===== src/rtl/gold_scrambler_pkg.sv =====
`default_nettype none
// ============================================================================
//  Module   : gold_scrambler_pkg
//  Purpose  : Shared constants, types and single-step helpers for the CCSDS
//             Gold-sequence scrambler (x/y LFSR pair, z-pair extraction).
//  Revision : 1.0  initial multi-lane, runtime-code release
// ============================================================================
package gold_scrambler_pkg;

  // Starting states for both LFSRs (x is re-advanced by n for code n)
  localparam logic [17:0] X_SEED = 18'h00001;
  localparam logic [17:0] Y_SEED = 18'h3FFFF;

  // Feedback taps: x uses bits 7,0; y uses bits 10,7,5,0
  localparam logic [17:0] X_TAPS = 18'h00081;
  localparam logic [17:0] Y_TAPS = 18'h004A1;

  // Taps producing the half-period-shifted symbol z(i+2^17)
  // x: bits 4,6,15   y: bits 5,6,8..15
  localparam logic [17:0] X_ZHI  = 18'h08050;
  localparam logic [17:0] Y_ZHI  = 18'h0FF60;

  typedef enum logic [0:0] {
    RUN  = 1'b0,
    SEED = 1'b1
  } state_t;

  typedef struct packed {
    logic [17:0] x;
    logic [17:0] y;
  } xy_t;

  // One step of both recursions: shift right, feedback into bit 17
  function automatic xy_t step_xy(input logic [17:0] x, input logic [17:0] y);
    xy_t r;
    r.x = {^(x & X_TAPS), x[17:1]};
    r.y = {^(y & Y_TAPS), y[17:1]};
    return r;
  endfunction

  // {z(i+2^17), z(i)} for the state at sequence index i
  function automatic logic [1:0] z_pair(input logic [17:0] x, input logic [17:0] y);
    return {(^(x & X_ZHI)) ^ (^(y & Y_ZHI)), x[0] ^ y[0]};
  endfunction

endpackage
`default_nettype wire


===== src/rtl/gold_lfsr_unroll.sv =====
`default_nettype none
// ============================================================================
//  Module   : gold_lfsr_unroll
//  Purpose  : Combinational unroll of the x/y Gold LFSR pair. Emits STEPS
//             z-pairs (lane k from the state advanced k steps) and the state
//             advanced STEPS steps.
//  Revision : 1.0  initial release
// ============================================================================
module gold_lfsr_unroll
  import gold_scrambler_pkg::*;
#(
  parameter int STEPS = 1
) (
  input  logic [17:0]        i_x,
  input  logic [17:0]        i_y,
  output logic [2*STEPS-1:0] o_z,
  output logic [17:0]        o_x,
  output logic [17:0]        o_y
);

  xy_t w_chain [0:STEPS];

  assign w_chain[0] = '{x: i_x, y: i_y};

  for (genvar k = 0; k < STEPS; k++) begin : g_step
    assign o_z[2*k +: 2]  = z_pair(w_chain[k].x, w_chain[k].y);
    assign w_chain[k + 1] = step_xy(w_chain[k].x, w_chain[k].y);
  end

  assign o_x = w_chain[STEPS].x;
  assign o_y = w_chain[STEPS].y;

endmodule
`default_nettype wire


===== src/rtl/gold_scrambler.sv =====
`default_nettype none
// ============================================================================
//  Module   : gold_scrambler
//  Purpose  : CCSDS Gold-sequence scrambler generator, LANES symbols/beat,
//             runtime code number with serial seed advance, frame-synchronous
//             restart, valid/ready on both sides, one-cycle latency.
//  Revision : 1.0  initial multi-lane, runtime-code release
// ============================================================================
module gold_scrambler
  import gold_scrambler_pkg::*;
#(
  parameter int LANES     = 1,
  parameter int FRAME_LEN = 16384
) (
  input  logic               i_clk,
  input  logic               i_reset,
  input  logic               i_code_load,
  input  logic [17:0]        i_code_n,
  output logic               o_busy,
  input  logic               i_valid,
  input  logic               i_sof,
  output logic               o_ready,
  output logic               o_valid,
  output logic               o_sof,
  output logic [2*LANES-1:0] o_r,
  input  logic               i_ready
);

  localparam int CNT_W = $clog2(FRAME_LEN + 1);
  localparam logic [CNT_W-1:0] c_lanes = CNT_W'(LANES);
  localparam logic [CNT_W-1:0] c_frame = CNT_W'(FRAME_LEN);

  state_t             r_state, w_state_next;
  logic [17:0]        r_x, r_y, r_x_seed, r_cnt;
  logic [CNT_W-1:0]   r_sym_cnt;

  logic               w_load, w_accept, w_restart;
  logic [17:0]        w_src_x, w_src_y, w_adv_x, w_adv_y;
  logic [2*LANES-1:0] w_z;
  logic [CNT_W-1:0]   w_cnt_base, w_cnt_sum, w_cnt_next;
  xy_t                w_seed_step;

  assign w_load    = i_code_load & (r_state == RUN);
  assign w_accept  = i_valid & o_ready;
  // A beat restarts the sequence on explicit SOF or at the natural frame wrap
  assign w_restart = i_sof | (r_sym_cnt == '0);
  assign w_src_x   = w_restart ? r_x_seed : r_x;
  assign w_src_y   = w_restart ? Y_SEED   : r_y;

  assign w_cnt_base = w_restart ? '0 : r_sym_cnt;
  assign w_cnt_sum  = w_cnt_base + c_lanes;
  assign w_cnt_next = (w_cnt_sum == c_frame) ? '0 : w_cnt_sum;

  // Only x moves during seeding; y stays at its all-ones start
  assign w_seed_step = step_xy(r_x, r_y);

  gold_lfsr_unroll #(
    .STEPS (LANES)
  ) u_unroll (
    .i_x (w_src_x),
    .i_y (w_src_y),
    .o_z (w_z),
    .o_x (w_adv_x),
    .o_y (w_adv_y)
  );

  // State register
  always_ff @(posedge i_clk or posedge i_reset) begin
    if (i_reset) r_state <= RUN;
    else         r_state <= w_state_next;
  end

  // Next-state: enter SEED on a non-zero code load, leave after the last step
  always_comb begin
    w_state_next = r_state;
    case (r_state)
      RUN:     if (w_load && (i_code_n != '0)) w_state_next = SEED;
      SEED:    if (r_cnt == 18'd1)             w_state_next = RUN;
      default: w_state_next = RUN;
    endcase
  end

  // FSM outputs: busy while seeding; accept only in RUN with room downstream
  always_comb begin
    o_busy  = (r_state == SEED);
    o_ready = (r_state == RUN) & ~i_code_load & (~o_valid | i_ready);
  end

  // LFSR state, seed, seed counter, frame counter and output register
  always_ff @(posedge i_clk or posedge i_reset) begin
    if (i_reset) begin
      r_x       <= X_SEED;
      r_y       <= Y_SEED;
      r_x_seed  <= X_SEED;
      r_cnt     <= '0;
      r_sym_cnt <= '0;
      o_valid   <= 1'b0;
      o_sof     <= 1'b0;
      o_r       <= '0;
    end else begin
      if (w_load) begin
        r_x   <= X_SEED;
        r_y   <= Y_SEED;
        r_cnt <= i_code_n;
        // Code 0 needs no advance, so its seed is the start state itself
        if (i_code_n == '0) r_x_seed <= X_SEED;
      end else if (r_state == SEED) begin
        r_x   <= w_seed_step.x;
        r_cnt <= r_cnt - 18'd1;
        if (r_cnt == 18'd1) r_x_seed <= w_seed_step.x;
      end else if (w_accept) begin
        r_x       <= w_adv_x;
        r_y       <= w_adv_y;
        r_sym_cnt <= w_cnt_next;
      end

      if (w_accept) begin
        o_valid <= 1'b1;
        o_sof   <= w_restart;
        o_r     <= w_z;
      end else if (i_ready) begin
        o_valid <= 1'b0;
      end
    end
  end

endmodule
`default_nettype wire


===== config.mk =====
export PLATFORM = sky130hd
export DESIGN_NAME = gold_scrambler
export DESIGN_NICKNAME = d
export VERILOG_FILES = /design/src/rtl/gold_scrambler_pkg.sv /design/src/rtl/gold_lfsr_unroll.sv /design/src/rtl/gold_scrambler.sv
export SDC_FILE = /design/constraint.sdc
export NUM_CORES = 1
export LEC_CHECK = 0
export BUFFER_PORTS_ARGS = -buffer_cell sky130_fd_sc_hd__buf_2
export CAP_MARGIN = 20
export CORE_MARGIN = 1
export CORE_UTILIZATION = 55
export DETAILED_ROUTE_END_ITERATION = 10
export PLACE_DENSITY = 0.76
export SLEW_MARGIN = 0
export SYNTH_ARGS = -nofsm -noshare
export SYNTH_HDL_FRONTEND = slang
export SYNTH_SLANG_ARGS = --single-unit

===== constraint.sdc =====
create_clock -name i_clk -period 2.8 [get_ports i_clk]
set_clock_uncertainty 0.15 [all_clocks]
set_input_delay 0.14 -clock i_clk [delete_from_list [all_inputs] [get_ports i_clk]]
set_output_delay 0.14 -clock i_clk [all_outputs]
set_load 0.1 [all_outputs]

# Word-level counts from Yosys, hierarchy flattened
# Index checks and enable logic that the tools add are counted.
[totals]
elab_cells = 65
regBits = 92
inputBits = 24
output_inout_bits = 6
[op_classes]
reduce_logical = 17
add_sub_neg = 2
n_eq_ne = 4
n_mux = 21
n_bitwise = 12
[ops]
columns = ["op", "count"]
rows = [
  ["2-to-1 mux 18 bit", 14],
  ["parity 18 bit", 5],
  ["2-to-1 mux 15 bit", 2],
  ["== test 18 x 1 -> 1 bit, second input constant", 1],
  ["logical NOT 18 bit", 1],
  ["nonzero test 18 bit", 1],
  ["subtractor 18 x 1 -> 18 bit, second input constant", 1],
  ["adder 15 x 1 -> 15 bit, second input constant", 1],
  ["== test 15 bit, second input constant", 1],
  ["logical NOT 15 bit", 1],
  ["nonzero test 2 bit", 4],
  ["AND reduction 3 bit", 2],
  ["AND 1 bit", 4],
  ["2-to-1 mux 1 bit", 4],
  ["!= test 2 x 1 -> 1 bit, second input constant", 2],
  ["inverter 1 bit", 4],
  ["nonzero test 3 bit", 1],
  ["OR 1 bit", 2],
  ["case mux 1 bit (2 select lines)", 1],
  ["AND reduction 2 bit", 1],
  ["XOR 1 bit", 2],
  ["logical AND 1 bit", 1],
]

# Logic depth before layout (Yosys ltp)
[logic_depth]
depth_word = 7
ltp_mapped = 9
ltp_nobuf = 7

# Cells and area by module
# From an unflattened synthesis, not the netlist that was laid out.
[hier_totals]
hier_cells = 619
area_unflattened_um2 = 5461.5
[modules_own_cells]
columns = ["module", "instances", "area_per_inst_um2", "seq_area_each_um2", "cells_each"]
rows = [
  ["gold_scrambler", 1, 5049.8, 2327.2, 572],
  ["gold_lfsr_unroll", 1, 411.6, 0.0, 47],
]

# Least setup slack after synthesis
# No wires, ideal clock.
[synth_timing]
path_type = "flip-flop to flip-flop"
startpoint = "reg r_state, in the netlist o_busy"
endpoint = "reg r_x[10]"
setup_slack_ns = 0.335
setup_ns = 0.083
t_required_ns = 2.567
t_arrival_ns = 2.232
synth_period_minus_slack_ns = 2.465
path_stages_with_launch = 8
path_buffers = 2
cell_sequence = "dfrtp_1 > buf_2 > nor2_1 > and3_1 > nor3_1 > clkbuf_1 > nand2_1 > o21ai_0"
[synth_via]
elab_chain_len = 5
elab_cells_between_ends = 8
cone_classes = "mux (2); bitwise (5); reduce/logical (1)"
[synth_lines]
columns = ["item", "line", "text"]
rows = [
  ["from (decl)", "gold_scrambler.sv:33", "state_t r_state, w_state_next;"],
  ["from (signal assigned)", "gold_scrambler.sv:70", "else r_state <= w_state_next;"],
  ["inverter 1 bit (no line)", "n/a", ""],
  ["AND 1 bit (2 in series)", "gold_scrambler.sv:86", "o_ready = (r_state == RUN) & ~i_code_load & (~o_valid | i_ready);"],
  ["AND 1 bit", "gold_scrambler.sv:44", "assign w_accept = i_valid & o_ready;"],
  ["nonzero test 3 bit (no line)", "n/a", ""],
  ["to (signal assigned)", "gold_scrambler.sv:108", "r_x <= w_seed_step.x;"],
  ["to (signal assigned)", "gold_scrambler.sv:112", "r_x <= w_adv_x;"],
  ["to (decl)", "gold_scrambler.sv:34", "logic [17:0] r_x, r_y, r_x_seed, r_cnt;"],
]
# Parallel ways exist; a longest one is shown, timed or not.
# A chain may end at the register's enable or synchronous reset.

# Final worst setup path
[layout_timing]
startpoint = "reg r_sym_cnt[1]"
endpoint = "reg r_sym_cnt[1]"
[layout_via]
elab_chain_len = 6
[layout_lines]
columns = ["item", "line", "text"]
rows = [
  ["from (decl)", "gold_scrambler.sv:35", "logic [CNT_W-1:0] r_sym_cnt;"],
  ["from (signal assigned)", "gold_scrambler.sv:114", "r_sym_cnt <= w_cnt_next;"],
  ["logical NOT 15 bit", "gold_scrambler.sv:46", "assign w_restart = i_sof | (r_sym_cnt == '0);"],
  ["OR 1 bit", "gold_scrambler.sv:46", ""],
  ["2-to-1 mux 15 bit *", "gold_scrambler.sv:50", "assign w_cnt_base = w_restart ? '0 : r_sym_cnt;"],
  ["adder 15 x 1 -> 15 bit *", "gold_scrambler.sv:51", "assign w_cnt_sum = w_cnt_base + c_lanes;"],
  ["== test 15 bit", "gold_scrambler.sv:52", "assign w_cnt_next = (w_cnt_sum == c_frame) ? '0 : w_cnt_sum;"],
  ["2-to-1 mux 15 bit *", "gold_scrambler.sv:52", ""],
]
# Every way passes the cells marked *; elsewhere a longest branch is shown, timed or not.

==> out/summary.log <==
[drt] drt initial violations 299
[synthesis] number of distinct library cells after synthesis 65
[drt] detailed-route via count 4,001
[synthesis] count of mapped cells out of synthesis 504
[floorplanning] die span in y 97.6 µm
[setup_path] category of the worst setup path launch point flop
[power_and_ir_drop] internal power 1.91 mW
[clock_tree] clock tree sinks 92
[run_status] result of the run finished clean
[synthesis] synthesis warning total 0
[timing] worst-margin pin slew 0.929 ns
[clock_tree] number of levels the H-tree was split into 3
[final_layout] Antenna diodes 0
[place] GPL Wtd Cong 0.886
[setup_path] reg-to-reg startpoint r_sym_cnt[1]$_DFFE_PP0P_
[grt] total congestion overflow after global routing 0
[synthesis] Synth Area per Inst 9.97 µm²
[setup_path] crit path from r_sym_cnt[1]$_DFFE_PP0P_
[setup_path] count of cells along the worst register-to-register path 7
[drt] routed vias/inst 6.16
[drt] number of nets with antenna violations after routing 0
[final_layout] share of cells above drive strength 1 17.0%
[run] number of violations of the max-capacitance limit 0
[min_path] hold wc startpoint i_code_n[0]
[floorplanning] placeable core area 8760 µm²
[timing] worst hold slack 0.0137 ns
[power_and_ir_drop] power density cells 476 nW/µm²
[synthesis] Async SR Flop Fraction 100%
[synthesis] flip-flop and latch count after synthesis 92
[clock_tree] Num CTS Buffers 9
[floorplanning] overall die width 97.6 µm
[drt] drc violations 0
[timing] maximum clock frequency 383 MHz
[power_and_ir_drop] sw power 0.737 mW
[grt] wire length of the first global-routing pass 19.3 mm
[synthesis] post-synthesis sequential area ratio 46.3%
[synthesis] dominant synthesized flop cell sky130_fd_sc_hd__dfrtp_1
[power_and_ir_drop] Static Leak 2.31 nW
[final_layout] area added between synthesis and finish 10.6%
[setup_path] slowest CP cell sky130_fd_sc_hd__or4b_4
[timing] fraction of the cycle the final worst path needs 93.1%
[power_and_ir_drop] portion of total power attributed to the clock network 32.5%
[synthesis] most frequent cell after synthesis sky130_fd_sc_hd__dfrtp_1
[min_path] path category of the worst min-delay check in -> reg
[setup_path] worst setup path category reg -> reg
[drt] Post-Route WL 11.2 mm
[timing] max-slew violations 0
[floorplanning] starting utilization of the core area 57.3%
[grt] vias in the first global route 3,876
[setup_path] setup slack of the most critical reg-to-reg path 0.19 ns
[timing] tightest slew margin relative to the limit 37.9%
[setup_path] reg2reg end r_sym_cnt[1]$_DFFE_PP0P_
[timing] clock period minus worst slack 2.61 ns
[power_and_ir_drop] overall power consumption 2.65 mW
[place] placed cell count 615
[timing] number of failing hold endpoints at the final stage 0
[setup_path] critical path arrival 2.70 ns
[setup_path] Crit path buffers/inverters 0
[synthesis] top cells by instance count after synthesis 72 x sky130_fd_sc_hd__dfrtp_1, 44 x sky130_fd_sc_hd__o21ai_0, 42 x sky130_fd_sc_hd__nand2_1
[clock_tree] post-CTS setup buffer count 0
[synthesis] area of the mapped netlist 5020 µm²
[power_and_ir_drop] worst supply voltage drop on vdd 0.269 mV
[synthesis] syn_nets 531
[clock_tree] Clock Tree Buf Depth 2
[setup_path] critical path data required time 2.89 ns
[drt] detail-routed net length per standard cell 17.3 µm
[clock_tree] cell at the root of the clock tree sky130_fd_sc_hd__clkbuf_8
[drt] iteration count of the initial detailed-routing pass 4
[clock_tree] clock insertion delay at the later pin of the skew report 0.36 ns
[floorplanning] Ports 30
[timing] setup repair after global routing missed its margin false
[grt] maximum number of pins on one net before global-route repair 61
[setup_path] Cell Chain, Critical Path nor2b_1, ha_1, and4_4, nand2_4, or4b_4, a311oi_2, a21oi_1
[synthesis] count of flip-flops with a built-in enable after synthesis 0
[power_and_ir_drop] part of the power in combinational logic 11.0%
[final_layout] fillcell total 736
[setup_path] kind of cell with the highest combined delay on the critical path simple AND/OR/NAND/NOR gates
[min_path] sink of the worst hold path r_cnt[0]$_DFFE_PP0P_
[grt] antenna violations before repair 0
[place] count of buffers from port buffering 29
[power_and_ir_drop] net switching share of the total power 27.8%
[clock_tree] clock tree from TritonCTS done
[timing] Setup TNS 0 ns
[setup_path] delay contributed by the slowest stage of the critical path 0.53 ns
[synthesis] Area contributors post-synth sky130_fd_sc_hd__dfrtp_1 36%, sky130_fd_sc_hd__dfstp_2 10%, sky130_fd_sc_hd__mux2i_1 4.4%
[final_layout] number of nets in the final layout 563
[grt] Total Routing Usage GR 24.9%
[power_and_ir_drop] Sequential Power Share 56.5%
[synthesis] share of the synthesized area in the top cell type 35.9%
[setup_path] Max FO, Critical Path 9
[synthesis] leading area contributor after synthesis sky130_fd_sc_hd__dfrtp_1
[final_layout] core occupancy in the finished layout 63.4%
[final_layout] Post-Layout Cell Count 649
[clock_tree] Clock Pin Slew Worst Setup and Hold Paths 0.10 ns
[place] HPWL after DPL 7.38 mm
[timing] final setup fails 0
[min_path] Hold Path Cell Cnt 4
[floorplanning] row count 34
[setup_path] endpoint type of the worst setup path flop
[floorplanning] Die Footprint 9520 µm²
## how the worst max path moves through the flow
stage | to | slack (ns) | cells past startpoint
after floorplan | o_busy$_DFF_PP0_ | 0.15 | 1
after global placement | r_sym_cnt[0]$_DFFE_PP0P_ | 0.26 | 7
after detailed placement | r_sym_cnt[1]$_DFFE_PP0P_ | 0.23 | 7
after CTS | r_sym_cnt[1]$_DFFE_PP0P_ | 0.21 | 7
after global routing | r_sym_cnt[14]$_DFFE_PP0P_ | 0.05 | 7
final | r_sym_cnt[1]$_DFFE_PP0P_ | 0.19 | 7
## power by group through the flow
stage	registers (mW)	clock network (mW)	logic, mW
floorplan	1.51	0	0.200
global placement	1.51	0	0.262
detailed placement	1.51	0	0.273
CTS	1.49	0.876	0.292
global route	1.51	0.931	0.323
finish	1.49	0.861	0.291
## cells by family (layout without fill, tap and decap cells)
| group | after synthesis | count (layout) | share of synthesized area [%] |
|---|---|---|---|
| adder cells (fa/ha/maj) | 3 | 3 | 0.747 |
| AO/OA/AOI/OAI | 149 | 149 | 20.3 |
| XOR/XNOR | 33 | 33 | 5.75 |
| buffers and inverters | 50 | 87 | 5.23 |
| multiplexers | 23 | 23 | 4.61 |
| flip-flops | 92 | 92 | 46.3 |
| AND/OR/NAND/NOR | 154 | 154 | 17.1 |
## sequential cells by signal, summed over array words and instances (netlist names)
register / cells
o_r: 2
r_sym_cnt: 15
o_valid: 1
r_y: 18
r_x_seed: 18
o_busy: 1
r_x: 18
o_sof: 1
r_cnt: 18
## cell usage in the layout (no fill, tap or decap), drive strengths merged, types with 3 or more instances in the layout
| cell | synthesis | final |
|---|---|---|
| dfrtp | 72 | 72 |
| o21ai | 44 | 44 |
| nand2 | 43 | 43 |
| buf | 27 | 41 |
| nor2 | 28 | 28 |
| a21oi | 27 | 27 |
| mux2i | 22 | 22 |
| xnor2 | 22 | 22 |
| dfstp | 20 | 20 |
| o22a | 18 | 18 |
| dlygate4sd3 | 0 | 18 |
| a22o | 17 | 17 |
| nor2b | 15 | 15 |
| nor4 | 15 | 15 |
| a211oi | 14 | 14 |
| inv | 12 | 14 |
| xor2 | 11 | 11 |
| nor3 | 10 | 10 |
| clkbuf | 11 | 10 |
| nand3 | 10 | 10 |
| nand4 | 8 | 8 |
| o31ai | 7 | 7 |
| or4 | 5 | 5 |
| clkinv | 0 | 4 |
| o41ai | 3 | 3 |
| ha | 3 | 3 |
| nand4b | 3 | 3 |
| a31oi | 3 | 3 |
## worst min-delay path, stage by stage
cell	delay, ns
sky130_fd_sc_hd__buf_2	0.10
sky130_fd_sc_hd__nand2_1	0.05
sky130_fd_sc_hd__o211a_1	0.15
sky130_fd_sc_hd__a21oi_1	0.04
## area by class of cell
type	count	area [µm²]	area share, %
inverters	12	46.3	0.833
clock buffers	10	138	2.48
clock inverters	6	46.3	0.833
multi-input cells	362	2430	43.8
well taps	108	135	2.43
flip-flops and latches	92	2330	41.9
repair buffers	59	428	7.70
## metal layers
layer | global-route usage (%) | vias to the layer above | routed length, µm
met5 | 0 | - | 0
met1 | 35.9 | 1956 | 5120
met3 | 4.24 | 16 | 612
li1 | - | 1908 | -
met2 | 39.2 | 121 | 5370
met4 | 6.33 | 0 | 127
## metrics by stage
step / worst slack [ns] / area (µm²)
global route: 0.0463 / 5560
floorplan: 0.151 / 5020
detailed placement: 0.231 / 5190
CTS: 0.211 / 5560
finish: 0.192 / 5560
global placement: 0.261 / 5190
## what timing repair did
| item | 4_1_cts | 5_1_grt |
|---|---|---|
| gates resized for setup | 0 | 0 |
| hold buffers | 18 | 0 |
| endpoints found under the hold margin | 49 | 0 |
No activity file was read; power rests on OpenSTA's default activity.
